## src/rtl/prog_exer2_2_sweep_ctrl.sv

```systemverilog
// -----------------------------------------------------------------------------
// prog_exer2_2_sweep_ctrl
// Exhaustively sweeps the 16 input vectors of an external 4-input function
// evaluator, captures its F output per vector into a truth table and compares
// the captured table against a golden table latched at sweep start.
//
// Ports
//   clk          : clock, all state changes on the rising edge
//   rst_n        : asynchronous active-low reset
//   start        : sweep request, only honoured in IDLE
//   abort        : cancels a sweep in progress (SETTLE/SAMPLE only)
//   expected     : golden truth table, bit i = required F for x=i
//   f_in         : F output of the evaluator for the vector on x_out
//   x_out        : vector currently driven to the evaluator
//   busy         : high while the sweep is in SETTLE or SAMPLE
//   done         : one-cycle pulse after a completed sweep
//   aborted      : one-cycle pulse after an accepted abort
//   table_out    : captured truth table
//   mismatch_cnt : number of captured bits differing from the golden table
//   first_bad    : lowest mismatching x (meaningful when mismatch_cnt != 0)
//   mismatch     : mismatch_cnt != 0
// -----------------------------------------------------------------------------
module prog_exer2_2_sweep_ctrl #(
  parameter int unsigned SETTLE = 1
) (
  input  logic        clk,
  input  logic        rst_n,
  input  logic        start,
  input  logic        abort,
  input  logic [15:0] expected,
  input  logic        f_in,
  output logic [3:0]  x_out,
  output logic        busy,
  output logic        done,
  output logic        aborted,
  output logic [15:0] table_out,
  output logic [4:0]  mismatch_cnt,
  output logic [3:0]  first_bad,
  output logic        mismatch
);

  typedef enum logic [1:0] {
    ST_IDLE   = 2'd0,
    ST_SETTLE = 2'd1,
    ST_SAMPLE = 2'd2,
    ST_DONE   = 2'd3
  } state_e;

  localparam logic [3:0] SETTLE_W = 4'(SETTLE);
  // With no settle time a vector goes straight to its sample cycle.
  localparam state_e FIRST_ST = (SETTLE == 0) ? ST_SAMPLE : ST_SETTLE;

  state_e      state_q, state_d;
  logic [3:0]  x_q, x_d;
  logic [3:0]  wait_q, wait_d;
  logic [15:0] exp_q, exp_d;
  logic [15:0] tbl_q, tbl_d;
  logic [4:0]  cnt_q, cnt_d;
  logic [3:0]  fb_q, fb_d;
  logic        done_q, done_d;
  logic        aborted_q, aborted_d;

  // State and datapath registers.
  always_ff @(posedge clk or negedge rst_n) begin
    if (!rst_n) begin
      state_q   <= ST_IDLE;
      x_q       <= 4'd0;
      wait_q    <= 4'd0;
      exp_q     <= 16'd0;
      tbl_q     <= 16'd0;
      cnt_q     <= 5'd0;
      fb_q      <= 4'd0;
      done_q    <= 1'b0;
      aborted_q <= 1'b0;
    end else begin
      state_q   <= state_d;
      x_q       <= x_d;
      wait_q    <= wait_d;
      exp_q     <= exp_d;
      tbl_q     <= tbl_d;
      cnt_q     <= cnt_d;
      fb_q      <= fb_d;
      done_q    <= done_d;
      aborted_q <= aborted_d;
    end
  end

  // Next-state and datapath update logic.
  always_comb begin
    state_d   = state_q;
    x_d       = x_q;
    wait_d    = wait_q;
    exp_d     = exp_q;
    tbl_d     = tbl_q;
    cnt_d     = cnt_q;
    fb_d      = fb_q;
    done_d    = 1'b0;
    aborted_d = 1'b0;

    case (state_q)
      ST_IDLE: begin
        // abort has no effect here, so start always wins.
        if (start) begin
          exp_d   = expected;
          tbl_d   = 16'd0;
          cnt_d   = 5'd0;
          fb_d    = 4'd0;
          x_d     = 4'd0;
          wait_d  = SETTLE_W;
          state_d = FIRST_ST;
        end else begin
          state_d = ST_IDLE;
        end
      end

      ST_SETTLE: begin
        if (abort) begin
          state_d   = ST_IDLE;
          aborted_d = 1'b1;
        end else if (wait_q <= 4'd1) begin
          // Counter reaches zero this cycle: settle time has elapsed.
          wait_d  = 4'd0;
          state_d = ST_SAMPLE;
        end else begin
          wait_d = wait_q - 4'd1;
        end
      end

      ST_SAMPLE: begin
        if (abort) begin
          // Abort wins over the sample of the current vector.
          state_d   = ST_IDLE;
          aborted_d = 1'b1;
        end else begin
          tbl_d[x_q] = f_in;
          if (f_in != exp_q[x_q]) begin
            cnt_d = cnt_q + 5'd1;
            if (cnt_q == 5'd0) begin
              fb_d = x_q;
            end else begin
              fb_d = fb_q;
            end
          end else begin
            cnt_d = cnt_q;
          end
          if (x_q == 4'd15) begin
            state_d = ST_DONE;
          end else begin
            x_d     = x_q + 4'd1;
            wait_d  = SETTLE_W;
            state_d = FIRST_ST;
          end
        end
      end

      ST_DONE: begin
        // done is registered, so the pulse appears on the cycle after DONE.
        done_d  = 1'b1;
        state_d = ST_IDLE;
      end

      default: begin
        state_d = ST_IDLE;
      end
    endcase
  end

  assign x_out        = x_q;
  assign busy         = (state_q == ST_SETTLE) || (state_q == ST_SAMPLE);
  assign done         = done_q;
  assign aborted      = aborted_q;
  assign table_out    = tbl_q;
  assign mismatch_cnt = cnt_q;
  assign first_bad    = fb_q;
  assign mismatch     = (cnt_q != 5'd0);

endmodule

```

## config.mk

```make
export PLATFORM = sky130hd
export DESIGN_NAME = prog_exer2_2_sweep_ctrl
export DESIGN_NICKNAME = d
export VERILOG_FILES = /design/src/rtl/prog_exer2_2_sweep_ctrl.sv
export SDC_FILE = /design/constraint.sdc
export NUM_CORES = 1
export LEC_CHECK = 0
export BUFFER_PORTS_ARGS = -buffer_cell sky130_fd_sc_hd__clkbuf_2
export CORE_MARGIN = 2
export CORE_UTILIZATION = 35
export DETAILED_ROUTE_END_ITERATION = 10
export PLACE_DENSITY = 0.55
export SYNTH_ARGS = -nofsm -noshare
export SYNTH_HDL_FRONTEND = slang
export SYNTH_SLANG_ARGS = --single-unit
```

## constraint.sdc

```tcl
create_clock -name clk -period 6 [get_ports clk]
set_input_delay 1.2 -clock clk [delete_from_list [all_inputs] [get_ports clk]]
set_output_delay 1.2 -clock clk [all_outputs]
set_load 0.01 [all_outputs]
```

Word level (Yosys, flattened, before mapping)
Index checks and enable logic that the tools add are counted.

Output and inout bits: 33. Register bits: 53. Input port bits: 21. Logic and storage cells: 76.

Reductions and logical operators: 14. Muxes and demuxes: 35. Magnitude comparators: 3. Eq/ne operators: 12. $add $sub $neg: 3.

Operator list (number): $mux 4 (11); $mux 16 (2); $pmux 16 s2 (1); $bwmux 16 (1); $pmux 4 s2 (2); $mux 5 (3); $ne 2x2->1 const B (6); $pmux 4 s3 (1); $pmux 5 s2 (1); $reduce_and 5->1 (2); $mux 2 (4); $pmux 2 s4 (1); $reduce_and 4->1 (2); $mux 1 (6); $add 5x1->5 const B (1); $logic_not 5->1 (1); $lt 4x5->1 const B (1); $reduce_bool 5->1 (1); $add 4x1->4 const B (1); $bmux 1 s4 (1); $demux 1 s4 (1); $eq 2x2->1 const B (2); $eq 4x4->1 const B (1); $ge 4x1->1 const B (1); 13 further kinds (13).

Logic depth before layout (Yosys ltp)
Word-level depth: 7. Mapped depth: 9. Mapped depth without buffers: 7.

Worst setup path after synthesis
Ideal clock, no wire load.

Path type: input to register. Start point: in f_in. End point: reg fb_q[0] (netlist: first_bad[0]). Buffers on the path: 0. Path slack: 3454 ps. Required time: 5866 ps. Arrival time: 2412 ps. Stages: 5. Cell sequence: or4b_2 nor3b_1 mux2_2 nand2b_1 o211ai_1.

Longest elaborated chain between the ends: 3.

Ends and longest elaborated chain: start, declared (RTL line 31) `input logic f_in,`; $ne 1x1->1 (RTL line 136) `if (f_in != exp_q[x_q]) begin`; $ne 2x2->1 (no source line); $reduce_and 5->1 (no source line); end signal, assigned (RTL line 72) `fb_q <= 4'd0;`; end signal, assigned (RTL line 82) `fb_q <= fb_d;`; end, declared (RTL line 59) `logic [3:0] fb_q, fb_d;`.

No other way between the ends. A chain may end at the register's enable or synchronous reset.

Worst setup path after layout
Start point: reg cnt_q[0] (netlist: mismatch_cnt[0]). End point: out mismatch.

Longest elaborated chain between the ends: 1.

Ends and longest elaborated chain: start, declared (RTL line 58) `logic [4:0] cnt_q, cnt_d;`; start signal, assigned (RTL line 81) `cnt_q <= cnt_d;`; $reduce_bool 5->1 (RTL line 175) `assign mismatch = (cnt_q != 5'd0);`; end, declared (RTL line 39) `output logic mismatch`.

No other way between the ends.

==> reports/metrics.cfg <==
[sta]
fin_crit_sh_pct = 47.5
setup_tns_ns = 0
period_minus_slack_ns = 2.85
setup_violations = 0
skew_ns = 0.00572
max_clock_freq_mhz = 351
maxSlewViolCount = 0
rsz0062_at_grt = false
tightest_slew_ns = 0.838
hold_viol = 0
max_slew_margin_pct = 43.6
fin_hold_ws_ns = 0.506

[clock_tree]
clockBufferDepth = 2
cts_resized = 0
clk_pin_slew_ns = 0.09
cts_setup_buffers = 0
root_buffer = clkbuf_8
cts_tree = done
numCtsBuffers = 5
htreeDepth = 2
insertion_delay_ns = 0.30
cts_hold_buffers = 0
numClockSinks = 53

[logic_synthesis]
ys_seq_elements = 53
async_flop_share_pct = 100
ys_top_cells_by_area = dfrtp_1 48%, mux2_2 8.9%, nand3_1 5.7%
synth_top_area_cell = dfrtp_1
syn-num-nets = 302
ys_seq_area_share_pct = 47.6
ys_warn_count = 0
synth_ff_type = dfrtp_1
synth_top_cell_area_share_pct = 47.6
synth_edf_count = 0
syn_inst = 269
yosysUniqueCellTypes = 40
synth.avg_cell_area_um2 = 10.4
synth_area_um2 = 2790

[placement]
hpwl_um = 4270
finalWeightedCongestion = 0.777
numPortBuffers = 53

[power]
seqPwrFrac_pct = 41.8
fin_total_pwr_w = 0.00114
combPwrFrac_pct = 35.9
p_sw_share_pct = 34.2
peakVddDrop_uv = 181
p_int_w = 0.000747
clkPwrFrac_pct = 22.2
power_density_nw_per_um2 = 349
p_switching_w = 0.000389
p_leak_nw = 1.50

[worst_setup_path]
path_class = reg -> out
cp.arrival_ns = 1.65
worstSetupStartpointType = flip-flop
cp_max_fo = 4
crit_start = mismatch_cnt[0]
required_ns = 4.80
r2r-start = x_out[0]
cp-end-kind = output pin

[detailed_routing]
antenna_left = 0
wire_per_inst_um = 14.4
drt_wl_total_um = 6070
drc = 0
viasPerCell = 5.14
first_pass_iters = 4
detailedRoute.firstIterationViolations = 141
vias = 2160

[final_layout]
final_core_util_pct = 42.0
nNetsFinal = 350
layout_common_cells = 53 x dfrtp_1, 53 x clkbuf_2, 32 x nand3_1, 23 x o21ai_0, 22 x mux2_2
layout-drive-gt1-share_pct = 28.6
antenna_cells = 0
area.growth.synth_to_final_pct = 16.5

[hold_path]
hp-start = exp_q[10]
min_path_type = reg -> reg

[floorplan]
core_um2 = 7730
fp.dieArea_um2 = 8700
die_height_um = 93.3
die_w_um = 93.3
start_util_pct = 36.1
fp-row-count = 32
pin_count = 54

[flow_run]
maxCapViolations = 0

[grt]
grt_max_degree = 54
antenna_found_initial = 0
grt.overflow.total = 0
grt_pass1_wl_um = 9980
grt_usage_pct = 14.5
grt_pass1_vias = 2013

[outcome]
outcome = finished clean

worst max-delay path: stages (launching register included):
cell,delay [ns]
dfrtp_1,0.42
inv_1,0.11
ha_1,0.16
nor4b_1,0.44
inv_1,0.08
clkbuf_2,0.14
Yosys cell counts (2+ instances only):
library cell   n
dfrtp_1       53
nand3_1       32
o21ai_0       23
mux2_2        22
nand2_1       20
inv_1         13
ha_1          12
clkbuf_1      11
nor2_1        11
a21oi_1        8
mux2i_1        7
nand2b_1       6
nor3_1         5
o211ai_1       4
mux2_1         3
nand4_1        3
nor2b_1        3
nor4_1         3
o2111ai_1      3
a31oi_1        2
a41o_1         2
and3_1         2
mux2_4         2
mux4_2         2
o31ai_1        2
state kept, by name, summed over array words and instances (netlist names):
name          cells
x_out             4
mismatch_cnt      5
exp_q            16
wait_q            4
state_q           2
first_bad         4
aborted           1
table_out        16
done              1
layout make-up:
type	count	area [µm²]
Fill cell	763	4480
Multi-Input combinational cell	190	1360
Sequential cell	53	1330
Timing Repair Buffer	54	273
Tap cell	102	128
Clock buffer	7	86.3
Inverter	13	48.8
Clock inverter	1	30.0
metal layers:
layer,up-vias,track usage (%),part of all wire (%)
met1,1046,20.2,49
met3,6,3.79,4.7
met2,44,22.5,45
li1,1064,-,-
met5,-,0,0
met4,0,3.92,0.94
cell families (layout without fill, tap and decap cells):
| group | after synthesis | count (layout) | synth area share, % |
|---|---|---|---|
| multiplexers | 36 | 36 | 15.3 |
| XOR/XNOR | 1 | 1 | 0.314 |
| flip-flops | 53 | 53 | 47.6 |
| buffers and inverters | 26 | 75 | 3.77 |
| adder cells (fa/ha/maj) | 12 | 12 | 5.38 |
| AO/OA/AOI/OAI | 48 | 48 | 10.7 |
| AND/OR/NAND/NOR | 93 | 93 | 17.0 |
worst paths after layout:
check                      depth (start not counted)               to  slack (ns)
hold / removal                                     1        exp_q[10]        0.51
min in group asynchronous                          2  mismatch_cnt[0]        1.00
hold reg to reg                                    1        exp_q[10]        0.51
max in group asynchronous                          2     table_out[8]        4.54
setup / recovery                                   5         mismatch        3.15
setup reg to reg                                   5  mismatch_cnt[3]        3.31
power by group through the flow:
stage | Sequential, W | Clock [W] | Combinational (W)
floorplan | 0.000471 | 0 | 0.000325
global placement | 0.000482 | 0 | 0.000411
detailed placement | 0.000484 | 0 | 0.000411
CTS | 0.000476 | 0.000260 | 0.000412
global route | 0.000487 | 0.000274 | 0.000454
finish | 0.000475 | 0.000253 | 0.000408
through the flow:
step | instance area, µm² | setup slack [ns] | std cells
final | 3250 | 3.15 | 420
after global routing | 3250 | 3.06 | 420
after CTS | 3250 | 3.15 | 420
after detailed placement | 3130 | 3.19 | 412
after global placement | 3130 | 3.20 | 412
after floorplan | 2790 | 3.45 | 269
No activity file was read; power rests on OpenSTA's default activity.
